## config.mk

```make
export PLATFORM = sky130hd
export DESIGN_NAME = rate_tick_counter
export DESIGN_NICKNAME = d
export VERILOG_FILES = /design/src/rtl/rate_tick_counter.sv
export SDC_FILE = /design/constraint.sdc
export NUM_CORES = 1
export LEC_CHECK = 0
export CAP_MARGIN = 20
export CORE_ASPECT_RATIO = 0.8
export CORE_MARGIN = 2
export CORE_UTILIZATION = 57
export CTS_CLUSTER_SIZE = 12
export DETAILED_ROUTE_END_ITERATION = 10
export PLACE_DENSITY = 0.9
export SYNTH_ARGS = -nofsm -noshare
export SYNTH_HDL_FRONTEND = slang
export SYNTH_SLANG_ARGS = --single-unit
```

## constraint.sdc

```tcl
create_clock -name clk -period 2.5 [get_ports clk]
set_input_delay 0.375 -clock clk [delete_from_list [all_inputs] [get_ports clk]]
set_output_delay 0.375 -clock clk [all_outputs]
set_load 0.01 [all_outputs]
```

## src/rtl/rate_tick_counter.sv

```systemverilog
// Up/down counter advanced by a run-time selectable prescaler (four divisors), with load and wrap flag.
// Optional build macro RATE_TICK_COUNTER_SAT_EN: saturate at the limits instead of wrapping.
module rate_tick_counter #(
  parameter int WIDTH   = 8,
  parameter int PRESC_W = 27,
  parameter int DIV0    = 1,
  parameter int DIV1    = 12500000,
  parameter int DIV2    = 25000000,
  parameter int DIV3    = 50000000
) (
  input  logic             clk,
  input  logic             reset,
  input  logic             en,
  input  logic [1:0]       rate_sel,
  input  logic             up,
  input  logic             load,
  input  logic [WIDTH-1:0] load_val,
  output logic [WIDTH-1:0] count,
  output logic             tick,
  output logic             wrap
);

  if (DIV0 < 1 || DIV1 < 1 || DIV2 < 1 || DIV3 < 1) begin : g_div_check
    $error("rate_tick_counter: every divisor must be at least 1");
  end
  if (WIDTH < 1 || WIDTH > 32) begin : g_width_check
    $error("rate_tick_counter: WIDTH must be in 1..32");
  end

  localparam logic [PRESC_W-1:0] LAST0 = PRESC_W'(DIV0 - 1);
  localparam logic [PRESC_W-1:0] LAST1 = PRESC_W'(DIV1 - 1);
  localparam logic [PRESC_W-1:0] LAST2 = PRESC_W'(DIV2 - 1);
  localparam logic [PRESC_W-1:0] LAST3 = PRESC_W'(DIV3 - 1);

  logic [PRESC_W-1:0] presc;
  logic [PRESC_W-1:0] last;
  logic [1:0]         sel_q;
  logic               term;
  logic               rate_chg;
  logic               at_limit;
  logic [WIDTH-1:0]   count_next;

  always_comb begin
    last = LAST0;
    case (sel_q)
      2'd0: last = LAST0;
      2'd1: last = LAST1;
      2'd2: last = LAST2;
      2'd3: last = LAST3;
      default: last = LAST0;
    endcase
  end

  assign term     = en && (presc == last);
  assign rate_chg = (rate_sel != sel_q);
  assign at_limit = up ? (&count) : (count == '0);

  // Step taken on a terminal cycle; the macro decides whether the limit blocks it.
  always_comb begin
    count_next = up ? (count + WIDTH'(1)) : (count - WIDTH'(1));
`ifdef RATE_TICK_COUNTER_SAT_EN
    if (at_limit) count_next = count;
`endif
  end

  // Priority: load, then a rate change (restarts the period), then the terminal step.
  always_ff @(posedge clk or posedge reset) begin
    if (reset) begin
      count <= '0;
      presc <= '0;
      sel_q <= 2'd0;
      tick  <= 1'b0;
      wrap  <= 1'b0;
    end else begin
      sel_q <= rate_sel;
      tick  <= 1'b0;
      wrap  <= 1'b0;
      if (load) begin
        count <= load_val;
        presc <= '0;
      end else if (rate_chg) begin
        presc <= '0;
      end else if (term) begin
        presc <= '0;
        count <= count_next;
        tick  <= 1'b1;
        wrap  <= at_limit;
      end else if (en) begin
        presc <= presc + PRESC_W'(1);
      end
    end
  end

endmodule

```

==> results of run 1 <==
-- registers in the layout (all words and copies together) (netlist names) --
name / cells
sel_q: 2
tick: 1
count: 8
presc: 27
wrap: 1
-- repair_timing --
action,4_1_cts,5_1_grt
endpoints found under the hold margin,0,0
endpoints found under the setup margin,0,8
gates resized for setup,0,4
setup buffers,0,0
-- metal layers --
metal | global-route usage | share of wire | up-vias
met3 | 0.0564 | 0.053 | 9
met5 | 0 | 0 | -
li1 | - | - | 1047
met2 | 0.408 | 0.47 | 59
met1 | 0.366 | 0.47 | 1035
met4 | 0.0670 | 0.010 | 0
-- through the flow --
stage	utilization	TNS, ps	worst slack [ps]	hold WS (ps)	instance area, µm²
after floorplan	-	0	245	406	2460
after global placement	0.700	-89.3	-89.3	509	2920
after detailed placement	0.700	-347	-211	527	2920
after CTS	0.733	0	94.7	508	3060
after global routing	0.735	-29.9	-29.9	541	3070
final	0.735	0	143	487	3070
-- cell families (layout without fill, tap and decap cells) --
kind of cell,after synthesis,count (layout)
buffers and inverters,15,65
AND/OR/NAND/NOR,125,125
adder cells (fa/ha/maj),13,13
flip-flops,39,39
AO/OA/AOI/OAI,38,38
XOR/XNOR,31,31
multiplexers,7,7
-- synth_stat cells, drive strengths merged (5+ instances only) --
cell	instances
mux2i	7
xor2	19
o21ai	12
nor3	10
or2	5
xnor2	12
nor2	30
nand2	27
nor4	5
nand3	20
ha	12
or3	6
dfrtp	39
a21oi	9
inv	11
-- power by group through the flow --
| stage | registers (W) | clock network, W | logic (W) |
|---|---|---|---|
| final | 0.000669 | 0.000640 | 0.000271 |
| after global routing | 0.000672 | 0.000670 | 0.000299 |
| after CTS | 0.000668 | 0.000649 | 0.000266 |
| after detailed placement | 0.000680 | 0 | 0.000264 |
| after global placement | 0.000679 | 0 | 0.000254 |
| after floorplan | 0.000679 | 0 | 0.000149 |
-- cell type report --
| class | instances | area share |
|---|---|---|
| clock buffer | 5 | 0.0224 |
| clock inverter | 3 | 0.0232 |
| inverter | 11 | 0.0134 |
| multi-input combinational | 214 | 0.467 |
| sequential | 39 | 0.319 |
| tap | 57 | 0.0232 |
| timing repair buffer | 46 | 0.132 |
-- how the worst max path moves through the flow --
stage | startpoint | slack (ps) | cells past startpoint | end
floorplan | sel_q[1]$_DFF_PP0_ | 250 | 8 | count[6]$_DFFE_PP0P_
global placement | up | -90 | 9 | count[7]$_DFFE_PP0P_
detailed placement | up | -210 | 9 | count[7]$_DFFE_PP0P_
CTS | up | 90 | 9 | count[7]$_DFFE_PP0P_
global route | up | -30 | 9 | count[7]$_DFFE_PP0P_
finish | presc[3]$_DFFE_PP0P_ | 140 | 7 | presc[3]$_DFFE_PP0P_
-- worst register-to-register path, delay by kind of cell (launching register included) --
family / cells / cell delay (ps)
flops: 1 / 440
buf+inv: 2 / 270
simple gates: 2 / 800
compound gates: 3 / 730
==> results.md, run 1 <==
* Library cells used by synthesis at 46
* Core Area at 0.00418 mm²
* EDFF count, synth at 0
* R2r worst-path depth at 7
* Max Clock Skew at just over 10 ps
* Num ports at 25
* DR vias/cell at about 5.7
* Number of global-route vias before repair at between 2000 and 2500
* First-pass DRT Iterations at 5
* Initial antenna violation count at 0
* Mapped Avg Cell Area at between 9 and 10 µm²
* Cell Int Power at 0.00118 W
* Largest family of logic cells by synthesized area: simple AND/OR/NAND/NOR gates
* Multi-input gate area at 0.00143 mm²
* RD Place Congestion at between 0.8 and 0.9
* Post-synth top area share at 0.396
* Final nets at around 350
* Hold Violations, Final at 0
* First-pass GRT wire length at approximately 10 mm
* CP max-delay cell: or4_1
* Slew HR at 0.673
* Most common cell after layout, fill and taps aside: dfrtp_1
* I/O Buffers at 24
* Initial DRC Count at between 150 and 200
* Yosys reg bits at 39
* Worst hold path type: in -> async
* Top_reg_cell synth: dfrtp_1
* R2r setup slk at 140 ps
* Tcrit/Tclk final at 0.943
* Status: completed
* Layout cell share with drive strength beyond 1 at 0.148
* Post-placement cell count at 367
* Sink Count at 39
* Sw Ratio at 0.252
* FFs w/ async S/R, synth at 1.00
* Final ANT Viol Nets at 0
* Adder-Cell Fraction of Synth Area at 0.0690
* Max cap viols at 0
* Simple-gate share of the synthesized area at 0.266
* WP data arrival at ~2600 ps
* Worst-margin pin slew at 491 ps
* Antenna diode count at 0
* Worst-path cell chain: or4_1, o41ai_2, nand4_2, o21bai_2, buf_4, inv_1, a32o_1
* Wire per inst at roughly 15 µm
* CTS buffer count at 5
* Post-synthesis xor/xnor area fraction at 0.110
* Clock power share at 0.405
* Pwr/cell area at approximately 510 mW/mm²
* Total grt overflow at 0
* Worst-path clk slew at ~80 ps
* Post-route minimum period at 2360 ps
* Buf/Inv on CP at 2
* Hold Buf Count CTS at 0
* Part of the power in registers at 0.424
* CTS root buffer: clkbuf_8
* Clk Latency, worst-skew pair at roughly 300 ps
* Post-DP HPWL at between 4 and 5 mm
* Die span in y at 62.8 µm
* Largest net degree at the start of global routing at 40
* DIE AREA at a little under 0.005 mm²
* Post-synth top area cell: dfrtp_1
* Syn Inst Count at ~270
* Syn Nets at a little under 300
* Clock Path Buffers at 2
* Overall Power at approximately 0.0016 W
* Fillers at 283
* Critical path's top delay family: simple AND/OR/NAND/NOR gates
* Chip Width at roughly 78 µm
* Max rail drop VDD at between 0.4 and 0.5 mV
* Largest cells by area after synthesis: dfrtp_1 40%, xor2_1 6.8%, ha_1 6.1%
* YS warnings at 0
* Initial cell density of the core at 0.590
* Drc violations at 0
* Register Area at 978 µm²
* Post-synthesis sequential area ratio at 0.396
* Worst Path Required at ~2700 ps
* Syn Std Cell Area at around 0.0025 mm²
* Critical R2R Capture: presc[3]$_DFFE_PP0P_
* Worst reg2reg startpoint: presc[3]$_DFFE_PP0P_
* Post-route non-filler standard cell count at ~380
* Post-synthesis mux area share at 0.0284
* H-tree levels at 2
* Fmax achieved at roughly 420 MHz
* CP Launch Type: flip-flop
* Compound-Gate Fraction of Synth Area at 0.107
* CP Max Fanout at 11
* Synth-to-Final Area Change at 24.6%
* CTS tree: done
* Vias at 2150
* CP max stage delay at between 500 and 600 ps
* Most frequent cells in the layout: 37 x dfrtp_1, 30 x nor2_1, 27 x nand2_1
* # setup viols final at 0
* DRT Wirelength at around 5.8 mm
* Combinational share of power at 0.171
* Crit path kind: reg -> reg
* Gr usage total at 0.259
* Static Leakage at 1.30 nW
* Crit. End Element: flip-flop
* Slew Viols, Final at 0
* Total net switching power at between 0.0003 and 0.0004 W
* FP Rows at 21
Power figures use the tool's default switching activity.
==> run 2, diff against run 1 <==
clock period = 2.2 ns   (was 2.5 ns; I/O delays follow)
==> run 2 against run 1 <==
  * The flow now finishes with violations (negative setup slack)
  * Count of clock-buffer cells in the layout increased by 3
  * Global-route usage up 8.4 points
  * Fmax down 0.13%
  * Routed wire length grew 42%
  * Largest power group unchanged
  * Highest routed layer unchanged
==> results.md, run 2 (synthesis gave the netlist of run 1 again) <==
* Max cap viols at 0
* Most frequent cells in the layout: 60 x buf_4, 37 x dfrtp_1, 30 x nor2_1
* Worst-margin pin slew at between 500 and 600 ps
* Worst-path clk slew at ~80 ps
* Crit path kind: reg -> reg
* DIE AREA at between 0.004 and 0.005 mm²
* Synth-to-Final Area Change at 44.3%
* CTS tree: done
* DRT Wirelength at ~8 mm
* Hold Violations, Final at 0
* Fmax achieved at 424 MHz
* CTS root buffer: clkbuf_8
* RD Place Congestion at about 0.86
* # setup viols final at 14
* CP Max Fanout at 5
* Dpl ws at -472 ps
* Crit. End Element: flip-flop
* Max reg flops at 27
* Clk Latency, worst-skew pair at around 310 ps
* Max Clock Skew at 5.26 ps
* Static Leakage at about 1.5 nW
* First-pass GRT wire length at about 13 mm
* Initial DRC Count at about 210
* Critical Path Start: sel_q[1]$_DFF_PP0_
* Gr usage total at 0.344
* H-tree levels at 2
* Layout cell share with drive strength beyond 1 at 0.296
* Final nets at roughly 400
* Worst reg2reg startpoint: sel_q[1]$_DFF_PP0_
* Post-DP Area at 0.00320 mm²
* Buf/Inv on CP at 3
* Sink Count at 39
* Pwr/cell area at roughly 490 mW/mm²
* Fillers at approximately 200
* Die span in y at between 60 and 70 µm
* Biggest register: presc
* Largest net degree at the start of global routing at 40
* CTS buffer count at 5
* CP max-delay cell: dfrtp_2
* Most common cell after layout, fill and taps aside: buf_4
* Post-route minimum period at 2360 ps
* WP data arrival at around 2600 ps
* Initial cell density of the core at 0.590
* Most used cell, CP: buf_6
* Drc violations at 0
* Slew HR at 0.665
* Status: complete, but fails checks
* Number of global-route vias before repair at between 2000 and 3000
* Clock Path Buffers at 2
* CP max stage delay at between 400 and 500 ps
* CP Launch Type: flip-flop
* Total grt overflow at 0
* Setup ws final at -160 ps
* FP Rows at 21
* Slew Viols, Final at 0
* Chip Width at 77.5 µm
* Tcrit/Tclk final at 1.07
* Worst hold slack at ~440 ps
* Violated checks: negative setup slack
* Worst Path Required at 2400 ps
* I/O Buffers at 24
* Design area at 0.00356 mm²
* Wire per inst at 19.5 µm
* Initial antenna violation count at 0
* Critical path's top delay family: multiplexers
* Overall Power at ~0.0017 W
* Worst-path cell chain: buf_4, ha_1, o21bai_1, mux2i_1, nand4_2, buf_6, nor3_4, buf_6, mux2i_4, o21ai_2
* Post-DP HPWL at ~5.1 mm
* Core Area at between 0.004 and 0.005 mm²
* Top Registers: presc x27, count x8, sel_q x2
* Max rail drop VDD at 0.422 mV
* Worst hold path type: in -> async
* Antenna diode count at 0
* DR vias/cell at 6.19
* Hold Buf Count CTS at 0
* Final ANT Viol Nets at 0
* RSZ-0062 raised after global routing: yes
* Vias at roughly 2600
* First-pass DRT Iterations at 5
* Num ports at 25
==> run 2: changes by cell type in the layout (fill, tap and decap cells not counted), moves of 3 or more <==
cell / before / now
ha_1: 12 / 9
buf_6: 0 / 4
ha_4: 0 / 3
buf_4: 22 / 60
==> run 2: metrics by stage <==
step                instances  TNS (ps)   util
finish                    419     -1140  0.851
CTS                       415     -1080  0.821
detailed placement        401     -4020  0.766
global placement          401     -1480  0.766
global route              419     -2540  0.851
floorplan                 268         0      -
==> run 2: report_power, final <==
part / internal [W] / switching (W)
sequential: 0.000732 / 0.0000231
combinational: 0.000215 / 0.000213
clock: 0.000286 / 0.000263
==> run 2: final timing paths <==
kind	slack, ps	cells past startpoint	end
worst max-delay path	-160	10	count[4]$_DFFE_PP0P_
worst min-delay path	440	3	presc[24]$_DFFE_PP0P_
worst max register to register	-160	10	count[4]$_DFFE_PP0P_
worst min register to register	580	2	presc[8]$_DFFE_PP0P_
max in group asynchronous	1370	3	presc[6]$_DFFE_PP0P_
min in group clk	540	1	sel_q[1]$_DFF_PP0_
==> run 2: per-layer routing <==
metal | vias to the layer above | wire length, µm | global-route usage | share of wire
met5 | - | 0 | 0 | 0
li1 | 1135 | - | - | -
met4 | 0 | 442 | 0.230 | 0.054
met2 | 154 | 4020 | 0.574 | 0.49
met1 | 1257 | 3110 | 0.394 | 0.38
met3 | 47 | 616 | 0.0780 | 0.075
==> run 2: area by class of cell <==
| cell class | count | area [µm²] | share of cell area |
|---|---|---|---|
| inverter | 11 | 43.8 | 0.0123 |
| clock buffer | 8 | 100 | 0.0281 |
| sequential | 39 | 978 | 0.275 |
| multi-input combinational | 215 | 1610 | 0.452 |
| timing repair buffer | 89 | 754 | 0.212 |
| tap | 57 | 71.3 | 0.0200 |
==> run 2: timing repair <==
action / CTS / global route
buffers inserted: 6 / 3
setup endpoints to repair: 32 / 36
pin swaps: 5 / 9
gates resized for setup: 18 / 17
gates cloned: 0 / 1
==> run 2: worst min-delay path: cells and delay by family <==
kind,cells,cell delay [ps]
buffers and inverters,3,870
==> run 3, diff against run 2 <==
SLEW_MARGIN = 20   (was not set)
==> results of run 3 <==
Final layout, timing and power as in run 2 (identical DEF).
